**config.mk**
```make
export PLATFORM = sky130hd
export DESIGN_NAME = mux_arbiter
export DESIGN_NICKNAME = d
export VERILOG_FILES = /design/src/rtl/mux_arbiter.sv
export SDC_FILE = /design/constraint.sdc
export NUM_CORES = 1
export LEC_CHECK = 0
export CORE_MARGIN = 5
export CORE_UTILIZATION = 37
export DETAILED_ROUTE_END_ITERATION = 10
export GPL_ROUTABILITY_DRIVEN = 0
export GPL_TIMING_DRIVEN = 0
export PLACE_DENSITY = 0.78
export RECOVER_POWER = 50
export SLEW_MARGIN = 20
export SYNTH_ARGS = -nofsm -noshare
export SYNTH_HDL_FRONTEND = slang
export SYNTH_SLANG_ARGS = --single-unit
export TNS_END_PERCENT = 50
```
**constraint.sdc**
```tcl
create_clock -name clk -period 1.5 [get_ports clk]
set_input_delay 0.3 -clock clk [delete_from_list [all_inputs] [get_ports clk]]
set_output_delay 0.3 -clock clk [all_outputs]
set_load 0.05 [all_outputs]
```
**src/rtl/mux_arbiter.sv**
```systemverilog
// Registered two-source arbiter feeding a 2:1 datapath mux and one output register.
// Define MUX_ARB_RR_EN for round-robin arbitration with BURST limit; otherwise x has fixed priority.
module mux_arbiter #(
  parameter int unsigned W     = 64,
  parameter int unsigned BURST = 4
) (
  input  logic         clk,
  input  logic         rst,
  input  logic [W-1:0] x,
  input  logic         x_req,
  output logic         x_ack,
  input  logic [W-1:0] y,
  input  logic         y_req,
  output logic         y_ack,
  output logic         s,
  output logic [W-1:0] d,
  output logic         d_valid,
  input  logic         d_ready
);

  if (BURST < 1 || BURST > 15) begin : g_bad_burst
    $error("mux_arbiter: BURST must be in 1..15");
  end

  logic free;
  logic gx;
  logic gy;
  logic ack;

  assign free  = !d_valid || d_ready;
  assign x_ack = gx && free && !rst;
  assign y_ack = gy && free && !rst;
  assign ack   = x_ack || y_ack;

`ifdef MUX_ARB_RR_EN
  typedef enum logic [1:0] {IDLE, OWN_X, OWN_Y} state_t;

  localparam logic [3:0] BURST_L = 4'(BURST);

  state_t     state;
  state_t     state_nx;
  logic [3:0] cnt;
  logic [3:0] cnt_nx;
  logic       lg;
  logic       lg_nx;

  // lg holds the last granted source (1 = y), so an IDLE tie goes to the other one.
  always_comb begin
    gx = 1'b0;
    gy = 1'b0;
    unique case (state)
      IDLE: begin
        if (x_req && y_req) begin
          gx = lg;
          gy = !lg;
        end else begin
          gx = x_req;
          gy = y_req;
        end
      end
      OWN_X: begin
        if (x_req && (!y_req || cnt < BURST_L)) gx = 1'b1;
        else                                    gy = y_req;
      end
      OWN_Y: begin
        if (y_req && (!x_req || cnt < BURST_L)) gy = 1'b1;
        else                                    gx = x_req;
      end
      default: ;
    endcase
  end

  always_comb begin
    state_nx = state;
    cnt_nx   = cnt;
    lg_nx    = lg;
    if (free) begin
      if (gx || gy) begin
        state_nx = gy ? OWN_Y : OWN_X;
        lg_nx    = gy;
        if (state_nx == state) cnt_nx = (cnt == 4'd15) ? cnt : cnt + 4'd1;
        else                   cnt_nx = 4'd1;
      end else begin
        state_nx = IDLE;
        cnt_nx   = '0;
      end
    end
  end

  always_ff @(posedge clk) begin
    if (rst) begin
      state <= IDLE;
      cnt   <= '0;
      lg    <= 1'b1;
    end else begin
      state <= state_nx;
      cnt   <= cnt_nx;
      lg    <= lg_nx;
    end
  end
`else
  always_comb begin
    gx = x_req;
    gy = !x_req && y_req;
  end
`endif

  // Delivery and reload share the same edge when d_ready is high, so there is no bubble.
  always_ff @(posedge clk) begin
    if (rst) begin
      d       <= '0;
      d_valid <= 1'b0;
      s       <= 1'b0;
    end else if (free) begin
      if (ack) begin
        d       <= y_ack ? y : x;
        d_valid <= 1'b1;
        s       <= y_ack;
      end else begin
        d_valid <= 1'b0;
      end
    end
  end

endmodule
```
# [Word level (Yosys, flattened, before mapping)]
# Index checks and enable logic that the tools add are counted.
[classes] addsub=0 mul=0 div_mod_pow=0 n_lt_le_gt_ge=0 eq_ne=0 shifts=0 muxes=2 bitwise_logic=0 n_reduce_logical=11
[ops] op="64-bit two-way mux" n=1
[ops] op="1-bit logical AND" n=5
[ops] op="1-bit zero test" n=3
[ops] op="1-bit logical OR" n=2
[ops] op="2-bit AND reduction" n=1
[ops] op="1-bit two-way mux" n=1
[word_totals] regBits=66 latchBits=0 ramBits=0 romBits=0 wordCells=16 memories=0

# [Longest topological paths before layout]
# Gate-level depths: netlist of the first run.
[depth] word_depth=6 depth_mapped=5

# [Worst setup path after synthesis of the first run]
# No wires, ideal clock.
[synth_timing] kind="input to output" from="input port x_req" to="output port y_ack" arrival_ns=1.413 setup_slack_ns=-0.213 stages=4 path_buffers=2 cell_sequence="nand2b_2 -> buf_12 -> buf_12 -> nor2_1"
[synth_between] elab_chain_len=4
[synth_lines] item="start: declaration" line="10" rtl="input logic x_req,"
[synth_lines] item="1-bit zero test" line="104" rtl="gy = !x_req && y_req;"
[synth_lines] item="1-bit logical AND" line="104"
[synth_lines] item="1-bit logical AND (2 in a row)" line="32" rtl="assign y_ack = gy && free && !rst;"
[synth_lines] item="end: declaration" line="14" rtl="output logic y_ack,"
# No other way between the ends.

# [Worst setup path after layout of the first run]
[layout_timing] from="register d[26]" to="output port d[26]"
[layout_lines] item="start: declaration" line="16" rtl="output logic [W-1:0] d,"
[layout_lines] item="start signal: assignment" line="116" rtl="d <= y_ack ? y : x;"
# No word-level cell between the ends.

==> results.yml, run 1 <==
clock_tree:
  cts_hold_buf: 0
  clock-sinks: 66
  clk_path_buf_depth: 2
  clk_latency_ns: 0.33
  tritoncts: "done"
  numCtsBuffers: 9
  h-tree-depth: 3
  clk_pin_slew_ns: 0.07
  cts_root_buf: "clkbuf_8"
detailed_routing:
  routedWlPerCell_um: 16.3
  wl_mm: 10.2
  via_per_inst: 5.07
  antenna_left: 0
  drc: 0
  drt_iter0_markers: 39
  first_pass_iters: 4
  dr_total_vias: 3186
pwr:
  power_density_mw_per_mm2: 985
  power_switching_share_pct: 34.2
  power_switching_mw: 1.84
  power_leakage_nw: 2.24
  clockPowerShare_pct: 27.5
  ir_worst_vdd_uv: 496
  power_frac_seq_pct: 37.3
  combPwrFrac_pct: 35.2
  p_total_mw: 5.37
  p_int_mw: 3.53
flow_run:
  cap_violations: 0
grt:
  grt-ovfl-total: 0
  grtUsageMet2_pct: 33.3
  grt_util_all_layers_pct: 18.3
  antenna_found_initial: 0
  met3_usage_pct: 4.96
  busiest_layer: "met2"
  use_met1_pct: 20.5
  grt_first_pass_wirelength_mm: 15.3
  grt_pass1_vias: 3182
  grt_max_degree: 11
floorplan:
  dieArea_mm2: 0.0107
  start_util_pct: 37.5
  io_pins: 201
  row_count: 34
  dieHeight_um: 103
  core_area_mm2: 0.00864
  fp.dieW_um: 103
sta:
  final.period_utilization_pct: 97.7
  setup-violations-final: 0
  slew_headroom_pct: 54.1
  fin_skew_ns: 0.00914
  tightest_slew_ns: 0.688
  setup-tns-final_ns: 0
  fmax_mhz: 682
  finalMaxSlewViolations: 0
  rsz0062_at_grt: "false"
  finalHoldViolations: 0
  min_period_ns: 1.47
synthesis:
  syn_inst: 304
  synth_adder_area_share_pct: 0
  synth-xor-area-share_pct: 0
  synth-simple-area-share_pct: 1.43
  ys_seq_area_share_pct: 40.9
  synth-compound-area-share_pct: 40.4
  ys_types: 18
  synth.avg_cell_area_um2: 10.6
  synth_warnings: 0
  synth.area.mux_share_pct: 0
  syn_nets: 437
  ys_seq_elements: 66
  syn_area_mm2: 0.00323
  synth_top_family_by_area: "compound AO/OA/AOI/OAI gates"
worst_setup_path:
  ff2ff_path_depth: 6
  critPathBufInv: 1
  path_cells: "clkdlybuf4s15_1"
  rrSetupSlack_ns: 0.08
  r2r_start: "d_valid"
  slowest_stage: "clkdlybuf4s15_1"
  crit_arrival_ns: 1.17
  critPathMaxStageDelay_ns: 0.50
  path_class: "flip-flop to primary output"
  r2r-end: "d[9]"
  path_max_fanout: 2
  setup.worst_path.start_class: "flip-flop"
  crit_family: "buffers and inverters"
  end_kind: "primary output"
  cp.required_ns: 1.20
cells_and_area:
  final_common_cell: "clkdlybuf4s50_1"
  fill_cells: 704
  drive_gt1_share_pct: 31.2
  design_area_mm2: 0.00545
  syn2layout_area_growth_pct: 68.4
  post-route-util_pct: 63.1
  layoutNonFillerInstCount: 628
  antenna_cells: 0
  fin_nets: 650
  final_cell_mix: "clkdlybuf4s50_1 (128), inv_1 (65), dfxtp_1 (65)"
placement:
  port-buffer-count: 200
  dp_cells: 612
  place_area_mm2: 0.00538
  hpwl_mm: 8.18
min_path:
  min_path_type: "input pin to flip-flop"
  worstHoldPathCells: 2
  holdPathEnd: "s"
  hp-start: "x_req"
outcome:
  status: "complete, no violations"
Yosys cell counts, drive strengths merged:
cell / count / area share (%)
dfxtp: 66 / 41
inv: 65 / 7.5
a221oi: 64 / 27
o22ai: 64 / 12
buf: 30 / 9.3
clkbuf: 4 / 0.46
nand2b: 3 / 0.89
nor2: 3 / 0.35
a21oi: 2 / 0.31
a211oi: 1 / 0.23
nor2b: 1 / 0.19
o21ai: 1 / 0.27
per-stage QoR:
stage | hold WS (ns) | setup WS (ns)
after floorplan | 0.397 | 0.0228
after global placement | 0.447 | -1.13
after detailed placement | 0.451 | -1.12
after CTS | 0.221 | 0.000379
after global routing | 0.252 | 0.000417
final | 0.233 | 0.0342
timing repair:
action,CTS,global route
cloned,0,0
pin swaps,1,0
gates resized for setup,178,40
setup buffers,2,0
endpoints found under the setup margin,128,37
layer usage:
metal / wire length (µm) / vias up / part of all wire [%]
li1: - / 1582 / -
met1: 3870 / 1471 / 38
met2: 5320 / 118 / 52
met3: 849 / 15 / 8.3
met4: 196 / 0 / 1.9
met5: 0 / - / 0
area by class of cell:
class / count / area, µm² / area share, %
Clock inverter: 3 / 40.0 / 0.735
Sequential cell: 66 / 1320 / 24.3
Multi-Input combinational cell: 139 / 1380 / 25.2
Clock buffer: 11 / 151 / 2.78
Timing Repair Buffer: 202 / 1850 / 34.0
Tap cell: 108 / 135 / 2.48
Inverter: 65 / 244 / 4.48
Buffer: 34 / 327 / 5.99
cells by family (layout without fill, tap and decap cells):
| group | Yosys count | after routing |
|---|---|---|
| AOI/OAI and AO/OA | 132 | 132 |
| buffers and inverters | 99 | 315 |
| DFF | 66 | 66 |
| and+or+nand+nor | 7 | 7 |
power groups by stage:
stage | Sequential (mW) | Combinational, mW | Clock (mW)
2_1_floorplan | 2.61 | 0.619 | 0
3_3_place_gp | 2.03 | 1.99 | 0
3_5_place_dp | 2.04 | 2.01 | 0
4_1_cts | 2.00 | 1.95 | 1.51
5_1_grt | 2.02 | 2.00 | 1.58
6_report | 2.00 | 1.89 | 1.47
flip-flops by register name, indices dropped and copies added (netlist names):
name,flops
d,64
d_valid,1
s,1
how the worst max path moves through the flow:
stage | from | endpoint | slack, ns | depth (start not counted)
2_1_floorplan | x_req | y_ack | 0.02 | 4
3_3_place_gp | rst | y_ack | -1.13 | 5
3_5_place_dp | rst | y_ack | -1.12 | 5
4_1_cts | d[12] | d[12] | 0.0004 | 1
5_1_grt | d[47] | d[47] | 0.0004 | 1
6_report | d[26] | d[26] | 0.03 | 1
Power figures use the tool's default switching activity.
==> run 2, diff against run 1 <==
--- a/config.mk
+++ b/config.mk
@@ -5,7 +5,7 @@
 export SDC_FILE = /design/constraint.sdc
 export NUM_CORES = 1
 export LEC_CHECK = 0
-export CORE_MARGIN = 5
+export CORE_MARGIN = 2
 export CORE_UTILIZATION = 37
 export DETAILED_ROUTE_END_ITERATION = 10
 export GPL_ROUTABILITY_DRIVEN = 0
==> run 2 against run 1 <==
Against the previous run:
- cell count increased by 0.32%
- critical path depth unchanged
- register-to-register slack got worse by 0.04 ns
- largest power group unchanged
- core utilization decreased by 0.36 points
==> results.yml, run 2 (synthesis results as in run 1) <==
floorplan:
  row_count: 34
  dieHeight_um: 97.5
  dieArea_mm2: 0.00951
  fp.dieW_um: 97.5
  io_pins: 201
  core_area_mm2: 0.00859
  start_util_pct: 37.6
clock_tree:
  tritoncts: "done"
  cts_root_buf: "clkbuf_8"
  clk_path_buf_depth: 2
  cts_hold_buf: 0
  h-tree-depth: 3
  numCtsBuffers: 9
  clk_latency_ns: 0.32
  clock-sinks: 66
  clk_pin_slew_ns: 0.07
pwr:
  ir_worst_vdd_uv: 485
  power_density_mw_per_mm2: 1020
  power_leakage_nw: 2.25
sta:
  fin_skew_ns: 0.00456
  min_period_ns: 1.47
  slew_headroom_pct: 52.4
  setup-violations-final: 0
  whs_ns: 0.249
  finalMaxSlewViolations: 0
  finalHoldViolations: 0
  rsz0062_at_grt: "false"
  tightest_slew_ns: 0.714
  setup-tns-final_ns: 0
  fmax_mhz: 682
  worst_slack_ns: 0.0330
  final.period_utilization_pct: 97.8
outcome:
  status: "complete, no violations"
cells_and_area:
  final_cell_mix: "clkdlybuf4s50_1 (128), inv_1 (65), dfxtp_1 (65)"
  layoutNonFillerInstCount: 630
  drive_gt1_share_pct: 30.8
  syn2layout_area_growth_pct: 66.7
  largest_reg_flops: 64
  final_common_cell: "clkdlybuf4s50_1"
  reg_top3: "d (64), d_valid (1), s (1)"
  fin_nets: 651
  antenna_cells: 0
  top_register: "d"
worst_setup_path:
  path_cells: "clkdlybuf4s15_1"
  cp.required_ns: 1.20
  crit_family: "buffers and inverters"
  critPathMaxStageDelay_ns: 0.51
  setup.worst_path.start_class: "flip-flop"
  critPathBufInv: 1
  rrSetupSlack_ns: 0.04
  crit_arrival_ns: 1.17
  path_class: "flip-flop to primary output"
  slowest_stage: "clkdlybuf4s15_1"
  end_kind: "primary output"
  path_max_fanout: 2
grt:
  antenna_found_initial: 0
  grt_util_all_layers_pct: 20.6
  grt_pass1_vias: 3239
  grt_max_degree: 11
  grt_first_pass_wirelength_mm: 16.1
  grt-ovfl-total: 0
flow_run:
  cap_violations: 0
placement:
  port-buffer-count: 200
  dp_cells: 612
  hpwl_mm: 7.48
  pre_cts_ws_ns: -1.11
detailed_routing:
  first_pass_iters: 6
  via_per_inst: 5.04
  routedWlPerCell_um: 15.8
  antenna_left: 0
  wl_mm: 9.96
  dr_total_vias: 3178
  drt_iter0_markers: 89
  drc: 0
min_path:
  min_path_type: "input pin to flip-flop"
==> run 2: through the flow <==
| step | cell area (µm²) | total power [mW] | utilization (%) |
|---|---|---|---|
| after floorplan | 3240 | 3.23 | - |
| after global placement | 5380 | 4.01 | 62.6 |
| after detailed placement | 5380 | 4.04 | 62.6 |
| after CTS | 5640 | 5.64 | 65.6 |
| after global routing | 5390 | 5.78 | 62.7 |
| final | 5390 | 5.52 | 62.7 |
==> run 2: final timing paths <==
check          start  endpoint  depth (start not counted)
max             d[4]      d[4]                          1
min            x_req         s                          2
max reg2reg  d_valid     d[26]                          6
min reg2reg     d[8]      d[8]                          2
==> run 2: timing repair <==
action	CTS	global route
hold endpoints to repair	0	0
pin swaps	1	0
endpoints found under the setup margin	128	57
cloned	0	0
setup buffers	3	0
gates resized for setup	155	63
==> run 2: metal layers <==
| layer | vias up | global-route usage [%] | share of wire, % |
|---|---|---|---|
| li1 | 1583 | - | - |
| met1 | 1450 | 24.3 | 42 |
| met2 | 127 | 35.2 | 49 |
| met3 | 18 | 6.47 | 7.1 |
| met4 | 0 | 7.16 | 2.2 |
| met5 | - | 0 | 0 |
==> run 2: cell type report <==
type / instances / area, µm²
plain buffers: 34 / 327
clock buffers: 13 / 159
clock inverters: 2 / 60.1
fillers: 743 / 3200
inverters: 65 / 244
multi-input cells: 139 / 1360
flip-flops and latches: 66 / 1320
well taps: 108 / 135
repair buffers: 203 / 1780
==> run 2: report_power, final <==
part	total, mW	internal [mW]	switching (mW)
clock network	1.65	1.02	0.632
registers	2.00	1.92	0.0816
logic	1.87	0.753	1.12
